File: src/rtl/register_file_mp.sv
// Multi-port integer register file with write forwarding, pending-write scoreboard and clear sweep.
// Reads are combinational (zero latency); writes, scoreboard and illegal_addr update on the rising edge.
module register_file_mp #(
  parameter int WIDTH = 32,
  parameter int DEPTH = 32,
  parameter int NRD   = 2,
  parameter int NWR   = 2
) (
  input  logic                   clk,
  input  logic                   reset_n,
  input  logic [NRD*5-1:0]       rs_addr,
  output logic [NRD*WIDTH-1:0]   rs_data,
  output logic [NRD-1:0]         rs_busy,
  input  logic [NWR-1:0]         wr_en,
  input  logic [NWR*5-1:0]       wr_addr,
  input  logic [NWR*WIDTH-1:0]   wr_data,
  input  logic                   sb_set,
  input  logic [4:0]             sb_addr,
  input  logic                   clear_req,
  output logic                   clear_busy,
  output logic                   clear_done,
  output logic                   illegal_addr
);

  localparam int AW = (DEPTH == 16) ? 4 : 5;

  typedef enum logic [1:0] {IDLE, SWEEP, DONE} state_t;

  state_t           state_q, state_d;
  logic [4:0]       idx_q, idx_d;
  logic [WIDTH-1:0] regs_q [DEPTH];
  logic [WIDTH-1:0] regs_d [DEPTH];
  logic [DEPTH-1:0] pend_q, pend_d;
  logic             illegal_q, illegal_d;
  logic [NWR-1:0]   wr_act;

  // In RV32E mode the upper half of the 5-bit address space does not exist.
  function automatic logic legal(input logic [4:0] a);
    return (DEPTH == 32) || !a[4];
  endfunction

  always_comb begin
    for (int p = 0; p < NWR; p++) begin
      wr_act[p] = wr_en[p] && legal(wr_addr[5*p +: 5]) &&
                  (wr_addr[5*p +: 5] != 5'd0) && (state_q != SWEEP);
    end
  end

  always_comb begin : read_path
    logic [4:0]       ra;
    logic             hit;
    logic [WIDTH-1:0] fwd;
    rs_data = '0;
    rs_busy = '0;
    for (int i = 0; i < NRD; i++) begin
      ra  = rs_addr[5*i +: 5];
      hit = 1'b0;
      fwd = '0;
      // Ascending scan so the highest-index matching port is the one forwarded.
      for (int p = 0; p < NWR; p++) begin
        if (wr_act[p] && (wr_addr[5*p +: 5] == ra)) begin
          hit = 1'b1;
          fwd = wr_data[WIDTH*p +: WIDTH];
        end
      end
      if ((ra != 5'd0) && legal(ra)) begin
        rs_data[WIDTH*i +: WIDTH] = hit ? fwd : regs_q[ra[AW-1:0]];
        rs_busy[i]                = pend_q[ra[AW-1:0]] && !hit;
      end
    end
  end

  always_comb begin
    state_d   = state_q;
    idx_d     = idx_q;
    regs_d    = regs_q;
    pend_d    = pend_q;
    illegal_d = 1'b0;

    for (int p = 0; p < NWR; p++) begin
      if (wr_act[p]) begin
        regs_d[wr_addr[5*p +: AW]] = wr_data[WIDTH*p +: WIDTH];
        pend_d[wr_addr[5*p +: AW]] = 1'b0;
      end
      if (wr_en[p] && !legal(wr_addr[5*p +: 5])) illegal_d = 1'b1;
    end

    // Applied after the write clears: a newly issued producer keeps the register pending.
    if (sb_set && (state_q != SWEEP) && legal(sb_addr) && (sb_addr != 5'd0)) begin
      pend_d[sb_addr[AW-1:0]] = 1'b1;
    end
    if (sb_set && !legal(sb_addr)) illegal_d = 1'b1;

    for (int i = 0; i < NRD; i++) begin
      if (!legal(rs_addr[5*i +: 5])) illegal_d = 1'b1;
    end

    case (state_q)
      IDLE: begin
        if (clear_req) begin
          state_d = SWEEP;
          idx_d   = 5'd1;
        end
      end
      SWEEP: begin
        regs_d[idx_q[AW-1:0]] = '0;
        pend_d[idx_q[AW-1:0]] = 1'b0;
        if (idx_q == 5'(DEPTH - 1)) begin
          state_d = DONE;
        end else begin
          idx_d = idx_q + 5'd1;
        end
      end
      DONE:    state_d = IDLE;
      default: state_d = IDLE;
    endcase

    regs_d[0] = '0;
    pend_d[0] = 1'b0;
  end

  always_ff @(posedge clk or negedge reset_n) begin
    if (!reset_n) begin
      state_q   <= IDLE;
      idx_q     <= 5'd0;
      pend_q    <= '0;
      illegal_q <= 1'b0;
      for (int r = 0; r < DEPTH; r++) begin
        regs_q[r] <= '0;
      end
    end else begin
      state_q   <= state_d;
      idx_q     <= idx_d;
      pend_q    <= pend_d;
      illegal_q <= illegal_d;
      regs_q    <= regs_d;
    end
  end

  assign clear_busy   = (state_q == SWEEP);
  assign clear_done   = (state_q == DONE);
  assign illegal_addr = illegal_q;

endmodule

File: config.mk
export PLATFORM = sky130hd
export DESIGN_NAME = register_file_mp
export DESIGN_NICKNAME = d
export VERILOG_FILES = /design/src/rtl/register_file_mp.sv
export SDC_FILE = /design/constraint.sdc
export NUM_CORES = 2
export LEC_CHECK = 0
export CORE_ASPECT_RATIO = 1.75
export CORE_MARGIN = 5
export CORE_UTILIZATION = 35
export CTS_BUF_LIST = sky130_fd_sc_hd__clkbuf_16
export CTS_CLUSTER_SIZE = 14
export DETAILED_ROUTE_END_ITERATION = 8
export PLACE_DENSITY = 0.6
export RECOVER_POWER = 25
export SLEW_MARGIN = 20
export SYNTH_ARGS = -nofsm -noshare
export SYNTH_HDL_FRONTEND = slang
export SYNTH_SLANG_ARGS = --single-unit
File: constraint.sdc
create_clock -name clk -period 3.5 [get_ports clk]
set_input_delay 0.7 -clock clk [delete_from_list [all_inputs] [get_ports clk]]
set_output_delay 0.7 -clock clk [all_outputs]
set_load 0.005 [all_outputs]
==> metrics.txt <==
Mean Syn Cell Area ~10 um2; slowest stage cell, crit path dfrtp_1; Max Clock Freq 262.7 MHz; Final period util 1.088; vias in the first global route 65,800; number of nets in the layout 6,988; clock power share 0.271; Synth area leaders dfrtp_1 (37%), mux2i_1 (15%), mux4_2 (14%), a211oi_1 (11%), nor2_1 (6.1%); die area 207,900 um2; final core utilization 0.4427; Longest Clk Path Bufs 3; Die Wd 346.8 um; final hold violations 0; Total Wirelength approximately 360,000 um; CP Max Fanout 4; peak supply drop between 400 and 500 uV; DRC marker count from the first detailed-route iteration approximately 9,500; Slew @ Worst Pin 1578 ps; die height roughly 600 um; CP startpoint kind register; Setup CP Type register to output port; vias per inst between 6 and 7; I/O Buffers 162; switching power 0.01530 W; largest net degree at the start of global routing 86; layout cells sized above 1 0.3010; Int Pwr 0.02757 W; Num CTS Buffers 100; Cell Pwr Density 489.4 nW/um2; Mapped Area between 60,000 and 70,000 um2; sequential share of power 0.402; HP Class register to register; Initial Utilization 0.3512; Worst Hold Depth 2; area grow syn2layout 26.06%; Fillers 18,150; outcome complete, but fails checks; Max Transition Viols Final 147; final critical-path required period ~3800 ps; critical path arrival ~3100 ps; setup_tns -9579 ps; Slew Limit Headroom -0.05192; total gr overflow 0; CTS tree done; Top Ports between 150 and 200; post-route ant nets 0; total leakage power 39.39 nW; Synth Flop Type dfrtp_1; worst setup margin -307.2 ps; Sw Share 0.3569; Req. time, crit path 2800 ps; GRT Total Usage 0.3299; placement row count 216; drt first pass iters 9; CP max stage delay 410 ps; synth cell count leaders nor2_1 (1,124), mux2i_1 (1,066), dfrtp_1 (1,030), a211oi_1 (1,025), clkbuf_1 (498); Gate Count Post-Synth 6,625; Final HPWL DP ~230,000 um; initial antenna violation count 22; worst path cell trace nand2b_4 -> inv_8 -> a311oi_4 -> buf_4 -> and3_4 -> buf_12 -> buf_12 -> nor4_4 -> nor4b_4 -> buf_4 -> buf_6; most numerous cell in the Yosys netlist nor2_1; Final Setup Violations 66; Worst Skew 44.09 ps; Fin Hold WS 580.0 ps; Comb power frac 0.327; RSZ-0062 raised after global routing true; area leader, netlist dfrtp_1; Post-synth EDFFs 0; routed len/inst 37.33 um; DRC 0; root buffer cell clkbuf_16; via count 65,970; H-tree depth 3; yosys warns 0; crit end category output port; Placer Congestion 1.009; syn_nets about 6,700; Reg clk slew, reported paths 70 ps; flop2flop setup slack 780 ps; failing checks capacitance limit, slew limit, setup timing; # clock sinks 1,030; worst r2r path cells 7; Clk Latency, worst-skew pair 770 ps; total of max-cap violations 3; first-pass GRT wire length between 400,000 and 500,000 um; total core area 197,800 um2; ys async rst share 1.000; Seq/Total Area, Yosys 0.3710; Distinct cells, synth 69; post-synth top area share 0.3710; #FFs+latches synth just over 1,000
==> flip-flops by register name (all words and copies together), names as in the netlist <==
register,cells
idx_q,5
regs_q,992
pend_q,31
state_q,2
==> critical path, delay by kind of cell (launching register included) <==
kind            cells  cell delay, ps
buf+inv             6             820
compound gates      1             290
simple gates        4             830
flops               1             410
==> final timing paths <==
| kind | end | from |
|---|---|---|
| worst min-delay path | pend_q[29]$_DFF_PN0_ | pend_q[29]$_DFF_PN0_ |
| worst max-delay path | rs_data[6] | state_q[0]$_DFFE_PN0P_ |
| min in group asynchronous | regs_q[189]$_DFF_PN0_ | reset_n |
| max in group asynchronous | regs_q[718]$_DFF_PN0_ | reset_n |
| worst min register to register | pend_q[29]$_DFF_PN0_ | pend_q[29]$_DFF_PN0_ |
| worst max register to register | regs_q[750]$_DFF_PN0_ | state_q[1]$_DFFE_PN0P_ |
==> cell families (layout without fill, tap and decap cells) <==
logic type | after synthesis | count (layout) | share of synthesized area
simple gates | 1506 | 1507 | 0.09334
flops | 1030 | 1030 | 0.3710
mux | 1627 | 1627 | 0.3140
buf+inv | 946 | 1290 | 0.05891
xor+xnor | 20 | 20 | 0.002521
other cells | 1 | 19 | 0.00005398
fa+ha+maj | 5 | 5 | 0.0009005
compound gates | 1490 | 1490 | 0.1592
==> placed cells by master, fill, tap and decap left out, types with 28 or more instances in the layout <==
master and instances:
mux2i_1 1064, nor2_1 1058, dfrtp_1 1029, a211oi_1 995, buf_4 560, mux4_2 429, buf_12 223, mux2_2 132
clkbuf_16 106, buf_6 93, clkdlybuf4s50_1 73, nor2_4 69, nand2_1 59, o22ai_1 57, buf_2 57, a22oi_1 49
nor3_1 47, a21oi_1 44, o21ai_0 44, nand2b_1 39, nand2_4 35, a22o_1 33, a221o_1 32, a221oi_1 31
buf_16 29, nor4_4 28
==> area by class of cell <==
type / instances / area, um2 / share of cell area
sequential: 1030 / 25780 / 0.2943
tap: 2616 / 3273 / 0.03737
timing repair buffer: 1093 / 12300 / 0.1404
clock buffer: 101 / 2527 / 0.02886
antenna: 18 / 45.04 / 0.0005143
clock inverter: 83 / 785.8 / 0.008972
inverter: 13 / 60.06 / 0.0006858
multi-input combinational: 4650 / 42810 / 0.4889
==> through the flow <==
stage / total power, W / std cells / area [um2] / setup slack [ps]
6_report: 0.04287 / 9604 / 87580 / -307.2
5_1_grt: 0.04403 / 9592 / 87550 / -346.7
4_1_cts: 0.04211 / 9531 / 86460 / -319.7
3_5_place_dp: 0.03001 / 9206 / 79110 / -1551
3_3_place_gp: 0.02962 / 9206 / 79100 / -1547
2_1_floorplan: 0.02430 / 6625 / 69480 / 311.2
==> power groups by stage <==
stage,combinational [W],sequential [W],clock (W)
global route,0.0146,0.0174,0.0121
global placement,0.0125,0.0171,0
floorplan,0.00812,0.0162,0
CTS,0.0135,0.0170,0.0116
finish,0.0140,0.0172,0.0116
detailed placement,0.0128,0.0172,0
==> routing by layer <==
| layer | GRT usage | part of all wire | vias up |
|---|---|---|---|
| met2 | 0.5062 | 0.44 | 5660 |
| met4 | 0.3182 | 0.12 | 12 |
| met1 | 0.3621 | 0.33 | 32540 |
| met3 | 0.09724 | 0.11 | 2148 |
| li1 | - | - | 25610 |
| met5 | 0 | 0.00021 | - |
==> timing repair <==
action,CTS,global route
pin swaps,74,83
buffers inserted,148,75
setup endpoints to repair,66,65
resized for setup,770,183
gates cloned,18,5
hold buffers,1,0
endpoints found under the hold margin,31,0
No activity file was read; power rests on OpenSTA's default activity.
